<file path="config.mk">
export PLATFORM = sky130hd
export DESIGN_NAME = cpu_test_sequencer
export DESIGN_NICKNAME = d
export VERILOG_FILES = /design/src/rtl/cpu_test_sequencer.sv
export SDC_FILE = /design/constraint.sdc
export NUM_CORES = 1
export LEC_CHECK = 0
export CORE_AREA = 2 2 155 157
export CTS_BUF_LIST = sky130_fd_sc_hd__clkbuf_16
export DETAILED_ROUTE_END_ITERATION = 12
export DIE_AREA = 0 0 157 159
export GPL_TIMING_DRIVEN = 0
export HOLD_SLACK_MARGIN = 0.06
export PLACE_DENSITY_LB_ADDON = 0.1
export SKIP_CTS_REPAIR_TIMING = 1
export SKIP_LAST_GASP = 1
export SLEW_MARGIN = 20
export SYNTH_ARGS = -nofsm -noshare
export SYNTH_HDL_FRONTEND = slang
export SYNTH_SLANG_ARGS = --single-unit
export TNS_END_PERCENT = 5
</file>
<file path="constraint.sdc">
create_clock -name clk -period 5 [get_ports clk]
set_clock_uncertainty 0.15 [all_clocks]
set_input_delay 0.5 -clock clk [delete_from_list [all_inputs] [get_ports clk]]
set_output_delay 0.5 -clock clk [all_outputs]
set_load 0.05 [all_outputs]
</file>
<file path="src/rtl/cpu_test_sequencer.sv">
// Run-and-check controller: resets the CPU, runs it for a bounded budget or until halt,
// then reads back a table of expected register values and reports a verdict.
module cpu_test_sequencer #(
  parameter int XLEN         = 32,
  parameter int NUM_REGS     = 32,
  parameter int NUM_CHECKS   = 8,
  parameter int RESET_CYCLES = 2,
  parameter int CYCLE_BUDGET = 20,
  parameter int HALT_CYCLES  = 4,
  localparam int AW = $clog2(NUM_REGS),
  localparam int CW = $clog2(CYCLE_BUDGET + 1),
  localparam int FW = $clog2(NUM_CHECKS + 1)
) (
  input  logic                       clk,
  input  logic                       rst_n,
  input  logic                       start,
  input  logic [NUM_CHECKS-1:0]      check_en,
  input  logic [NUM_CHECKS*AW-1:0]   check_addr,
  input  logic [NUM_CHECKS*XLEN-1:0] check_data,
  input  logic [XLEN-1:0]            pc,
  output logic                       cpu_rst,
  output logic                       cpu_run,
  output logic [AW-1:0]              rf_raddr,
  input  logic [XLEN-1:0]            rf_rdata,
  output logic                       busy,
  output logic                       done,
  output logic                       pass,
  output logic                       halted,
  output logic [NUM_CHECKS-1:0]      fail_mask,
  output logic [FW-1:0]              fail_count,
  output logic [CW-1:0]              cycles_run
);

  localparam int RW = (RESET_CYCLES > 1) ? $clog2(RESET_CYCLES) : 1;
  localparam int SW = (HALT_CYCLES > 0) ? $clog2(HALT_CYCLES + 1) : 1;
  localparam bit HALT_EN = (HALT_CYCLES > 0);
  localparam logic [CW-1:0] BUDGET_C   = CW'(CYCLE_BUDGET);
  localparam logic [SW-1:0] HALT_C     = SW'(HALT_CYCLES);
  localparam logic [FW-1:0] LAST_C     = FW'(NUM_CHECKS);
  localparam logic [RW-1:0] RST_LOAD_C = RW'(RESET_CYCLES - 1);

  typedef enum logic [2:0] {
    S_IDLE  = 3'd0,
    S_RESET = 3'd1,
    S_RUN   = 3'd2,
    S_CHECK = 3'd3,
    S_DONE  = 3'd4
  } state_e;

  state_e                state_q, state_d;
  logic [RW-1:0]         rst_cnt_q, rst_cnt_d;
  logic [CW-1:0]         cycles_run_q, cycles_run_d;
  logic [SW-1:0]         stable_q, stable_d;
  logic [XLEN-1:0]       pc_prev_q, pc_prev_d;
  logic [FW-1:0]         chk_q, chk_d;
  logic [NUM_CHECKS-1:0] fail_mask_q, fail_mask_d;
  logic [FW-1:0]         fail_count_q, fail_count_d;
  logic                  pass_q, pass_d;
  logic                  halted_q, halted_d;
  logic                  cpu_rst_q, cpu_rst_d;
  logic                  cpu_run_q, cpu_run_d;
  logic                  busy_q, busy_d;
  logic                  done_q, done_d;
  logic [AW-1:0]         rf_raddr_q, rf_raddr_d;
  logic [NUM_CHECKS-1:0] cmp_hit;
  logic                  halt_hit;
  logic                  budget_hit;

  // Next-state and next-output computation for the whole sequencer
  always_comb begin
    state_d      = state_q;
    rst_cnt_d    = rst_cnt_q;
    cycles_run_d = cycles_run_q;
    stable_d     = stable_q;
    pc_prev_d    = pc_prev_q;
    chk_d        = chk_q;
    fail_mask_d  = fail_mask_q;
    fail_count_d = fail_count_q;
    pass_d       = pass_q;
    halted_d     = halted_q;
    cmp_hit      = {NUM_CHECKS{1'b0}};
    halt_hit     = 1'b0;
    budget_hit   = 1'b0;

    case (state_q)
      S_IDLE, S_DONE: begin
        if (start) begin
          state_d      = S_RESET;
          rst_cnt_d    = RST_LOAD_C;
          cycles_run_d = {CW{1'b0}};
          fail_mask_d  = {NUM_CHECKS{1'b0}};
          fail_count_d = {FW{1'b0}};
          halted_d     = 1'b0;
          pass_d       = 1'b0;
        end else begin
          state_d = state_q;
        end
      end
      S_RESET: begin
        if (rst_cnt_q == {RW{1'b0}}) begin
          state_d  = S_RUN;
          stable_d = {SW{1'b0}};
        end else begin
          rst_cnt_d = rst_cnt_q - 1'b1;
        end
      end
      S_RUN: begin
        pc_prev_d = pc;
        if (cycles_run_q == BUDGET_C) begin
          cycles_run_d = cycles_run_q;
        end else begin
          cycles_run_d = cycles_run_q + 1'b1;
        end
        // The first RUN cycle has no previous PC, so it always breaks the stable streak
        if (cycles_run_q == {CW{1'b0}}) begin
          stable_d = {SW{1'b0}};
        end else if (pc == pc_prev_q) begin
          stable_d = stable_q + 1'b1;
        end else begin
          stable_d = {SW{1'b0}};
        end
        halt_hit   = HALT_EN && (stable_d == HALT_C);
        budget_hit = (cycles_run_d == BUDGET_C);
        if (halt_hit || budget_hit) begin
          state_d  = S_CHECK;
          halted_d = halt_hit;
          chk_d    = {FW{1'b0}};
        end else begin
          state_d = S_RUN;
        end
      end
      S_CHECK: begin
        // Read data arriving in cycle k+1 belongs to the entry addressed in cycle k
        for (int i = 0; i < NUM_CHECKS; i++) begin
          cmp_hit[i] = (chk_q == FW'(i + 1)) && check_en[i] &&
                       (rf_rdata != check_data[i*XLEN +: XLEN]);
        end
        fail_mask_d = fail_mask_q | cmp_hit;
        if (|cmp_hit) begin
          fail_count_d = fail_count_q + 1'b1;
        end else begin
          fail_count_d = fail_count_q;
        end
        chk_d = chk_q + 1'b1;
        if (chk_q == LAST_C) begin
          state_d = S_DONE;
          pass_d  = (fail_count_d == {FW{1'b0}});
        end else begin
          state_d = S_CHECK;
        end
      end
      default: begin
        state_d = S_IDLE;
      end
    endcase

    rf_raddr_d = {AW{1'b0}};
    for (int i = 0; i < NUM_CHECKS; i++) begin
      rf_raddr_d = rf_raddr_d |
                   ({AW{(state_d == S_CHECK) && (chk_d == FW'(i))}} & check_addr[i*AW +: AW]);
    end

    cpu_rst_d = (state_d == S_IDLE) || (state_d == S_RESET);
    cpu_run_d = (state_d == S_RUN);
    busy_d    = (state_d == S_RESET) || (state_d == S_RUN) || (state_d == S_CHECK);
    done_d    = (state_d == S_DONE);
  end

  // State, counters and registered outputs
  always_ff @(posedge clk or negedge rst_n) begin
    if (!rst_n) begin
      state_q      <= S_IDLE;
      rst_cnt_q    <= {RW{1'b0}};
      cycles_run_q <= {CW{1'b0}};
      stable_q     <= {SW{1'b0}};
      pc_prev_q    <= {XLEN{1'b0}};
      chk_q        <= {FW{1'b0}};
      fail_mask_q  <= {NUM_CHECKS{1'b0}};
      fail_count_q <= {FW{1'b0}};
      pass_q       <= 1'b0;
      halted_q     <= 1'b0;
      cpu_rst_q    <= 1'b1;
      cpu_run_q    <= 1'b0;
      busy_q       <= 1'b0;
      done_q       <= 1'b0;
      rf_raddr_q   <= {AW{1'b0}};
    end else begin
      state_q      <= state_d;
      rst_cnt_q    <= rst_cnt_d;
      cycles_run_q <= cycles_run_d;
      stable_q     <= stable_d;
      pc_prev_q    <= pc_prev_d;
      chk_q        <= chk_d;
      fail_mask_q  <= fail_mask_d;
      fail_count_q <= fail_count_d;
      pass_q       <= pass_d;
      halted_q     <= halted_d;
      cpu_rst_q    <= cpu_rst_d;
      cpu_run_q    <= cpu_run_d;
      busy_q       <= busy_d;
      done_q       <= done_d;
      rf_raddr_q   <= rf_raddr_d;
    end
  end

  assign cpu_rst    = cpu_rst_q;
  assign cpu_run    = cpu_run_q;
  assign rf_raddr   = rf_raddr_q;
  assign busy       = busy_q;
  assign done       = done_q;
  assign pass       = pass_q;
  assign halted     = halted_q;
  assign fail_mask  = fail_mask_q;
  assign fail_count = fail_count_q;
  assign cycles_run = cycles_run_q;

endmodule

</file>
==> flow_summary_export.csv <==
group,metric,value,unit
synthesis,ys_ff_latch,71,
global_route,grt_max_degree,42,
global_route,grt_pass1_vias,7616,
detailed_routing,totalWireLength,34500,um
timing,finalCritPeriodShare,69.1,%
final_layout,fin_nets,1557,
detailed_routing,drt_drc_violations_left,0,
timing,hold_viol_final,0,
worst_setup_path,crit_chain,"inv_1 -> ha_1 -> nor4b_1 -> nor4_1 -> nand4_1 -> or3_1 -> o21a_1 -> a31oi_2 -> buf_4 -> mux2i_1 -> o221ai_1",
worst_setup_path,worstPathRequired,5.04,ns
worst_setup_path,worstPathArrival,3.49,ns
global_route,antenna_found_initial,5,
cts,root_buffer,"clkbuf_16",
worst_setup_path,slowest_stage,"dfrtp_1",
floorplan,ios,399,
timing,fmaxAchievable,290,MHz
detailed_routing,first_iter_violations,379,
synthesis,netlist_area,0.00694,mm2
global_route,met1_usage,31.7,%
cts,insertion_delay,0.34,ns
synthesis,synth_flop_cell,"dfrtp_1",
floorplan,fp.dieW,157,um
placement,dpl.hpwl,28700,um
power_and_ir_drop,p_per_area,329,mW/mm2
synthesis,postSynthCellCount,799,
global_route,met2_usage,46.6,%
job,max_cap_violations,0,
detailed_routing,dr_total_vias,7312,
timing,post-route-min-period,3.45,ns
worst_setup_path,end_kind,"register",
timing,slew_violations,0,
final_layout,synthToLayoutAreaGrowth,63.3,%
floorplan,dieArea,0.0250,mm2
hold_path,hold_class,"register to register",
placement,place_ws,1.32,ns
cts,clock-sinks,71,
floorplan,num_rows,56,
detailed_routing,wire_per_inst,22.9,um
worst_setup_path,crit_fanout,10,
synthesis,syn_avg_cell_area,8.69,um2
global_route,grt.busiest_layer,"met2",
synthesis,syn_nets,1178,
detailed_routing,vias_per_cell,4.86,
worst_setup_path,path_class,"register to register",
power_and_ir_drop,ir_worst_vdd,0.000390,V
placement,place_congestion,0.927,
synthesis,yosysWarnings,0,
timing,tns,0,ns
cts,cts_buffers,9,
synthesis,yosysSeqAreaShare,25.6,%
global_route,grt_pass1_wl,49000,um
cts,clk_path_buf_depth,2,
detailed_routing,route.antenna.remaining_nets,0,
placement,portBuffers,366,
run_status,status,"finished, final reports clean",
timing,fin_ws,1.55,ns
detailed_routing,firstDrtPassIters,5,
cts,cts_tree,"built",
global_route,track_usage,26.9,%
final_layout,drive_gt1_share,5.16,%
synthesis,async_reset_ff_share,100,%
timing,hold_ws,0.339,ns
global_route,grt_use_met3,7.87,%
floorplan,start_util,29.9,%
global_route,grt_overflow,0,
timing,slew-limit-headroom,39.0,%
floorplan,coreArea,0.0232,mm2
worst_setup_path,start_kind,"register",
cts,path_clk_slew,0.06,ns
synthesis,synth_cell_type_count,51,
power_and_ir_drop,p_leak,0.00443,uW
timing,worst_pin_slew,0.906,ns
timing,setup_viol,0,
synthesis,synth-edff-count,0,
timing,rsz0062_at_grt,"false",
worst_setup_path,max_stage_delay,0.46,ns
cts,h-tree-depth,3,
floorplan,die_h,159,um
==> cell type report <==
cell class / count / area, um2
Timing Repair Buffer: 368 / 3700
Fill cell: 2284 / 11900
Tap cell: 319 / 399
Clock buffer: 9 / 225
Sequential cell: 71 / 1780
Clock inverter: 7 / 63.8
Buffer: 49 / 372
Antenna cell: 4 / 10.0
Multi-Input combinational cell: 666 / 4750
Inverter: 13 / 48.8
==> sequential cells by signal, summed over array words and instances (netlist names) <==
name        count
busy            1
chk_q           4
cpu_rst         1
cpu_run         1
cycles_run      5
done            1
fail_count      4
fail_mask       8
halted          1
pass            1
pc_prev_q      32
rf_raddr        5
rst_cnt_q       1
stable_q        3
state_q         3
==> kinds of logic after synthesis <==
group                    share of synthesized area, %
XOR/XNOR                                         36.8
AND/OR/NAND/NOR                                  18.9
AO/OA/AOI/OAI                                    8.52
flip-flops                                       25.6
buffers and inverters                            6.05
multiplexers                                     2.68
adder cells (fa/ha/maj)                          1.44
==> worst max-delay path, delay by kind of cell, from the launching register on <==
kind / cells / cell delay (ns)
buffers and inverters: 2 / 0.34
DFF: 1 / 0.46
adders and majority gates: 1 / 0.23
and+or+nand+nor: 4 / 1.17
muxes: 1 / 0.25
AOI/OAI and AO/OA: 3 / 0.69
==> report_power, final <==
part	internal (uW)	switching, uW	leakage, uW
sequential	801	157	0.000905
clock	383	248	0.000146
combinational	935	1210	0.00338
==> per-stage QoR <==
step                      cell area, um2  instances  power, uW  utilization (%)
after CTS                          11300       1501       3760             48.8
after floorplan                     6940        799       2300                -
final                              11300       1506       3730             48.9
after global routing               11300       1506       4020             48.9
after detailed placement           11000       1485       3100             47.6
after global placement             11000       1484       3070             47.5
==> layer usage <==
metal  part of all wire (%)  up-vias
li1                       -     3511
met2                     49      300
met5                  0.038        -
met3                    8.8       37
met1                     40     3462
met4                    2.3        2
==> layout by cell type (no fill, tap or decap), drive strengths merged, types with 4 or more instances in the layout <==
cell and instances:
nand2 116, buf 37, mux2 5, o221ai 6, o211ai 6, a221o 10, nand4 48, xnor2 164
o21ai 20, clkinv 4, diode 4, nand3 10, nor2 24, a22o 7, mux2i 13, ha 8
xor2 127, nor3 6, inv 15, and3 4, a21oi 12, nor4 43, a31oi 8, dfrtp 70
clkdlybuf4s50 365, clkbuf 23
==> synthesized netlist by cell type, types with 3 or more instances <==
library cell	n	share of area (%)
xnor2_1	163	21
xor2_1	127	16
nand2_1	115	6.2
dfrtp_1	70	25
nand4_1	48	4.3
nor4_1	43	3.9
nor2_1	24	1.3
buf_6	20	3.2
o21ai_0	19	1.4
clkbuf_1	14	0.76
inv_1	13	0.70
mux2i_1	13	1.9
a21oi_1	12	0.86
a221o_1	10	1.4
nand3_1	10	0.72
buf_4	8	0.86
ha_1	8	1.4
a31oi_1	7	0.63
a22o_1	6	0.76
buf_2	6	0.43
nor3_1	6	0.43
o211ai_1	6	0.65
o221ai_1	6	0.76
mux2_2	5	0.81
and3_1	4	0.36
and2_1	3	0.27
o2111ai_1	3	0.38
o41ai_1	3	0.38
or3_1	3	0.27
==> worst paths after layout <==
check / startpoint / endpoint / slack [ns] / depth (start not counted)
hold / removal: fail_mask[1] / fail_mask[1] / 0.34 / 2
max in group asynchronous: rst_n / cpu_rst / 3.56 / 3
hold reg to reg: fail_mask[1] / fail_mask[1] / 0.34 / 2
setup reg to reg: cycles_run[0] / rf_raddr[4] / 1.55 / 11
setup / recovery: cycles_run[0] / rf_raddr[4] / 1.55 / 11
min in group asynchronous: rst_n / pc_prev_q[10] / 0.51 / 2
Power figures use the tool's default switching activity.
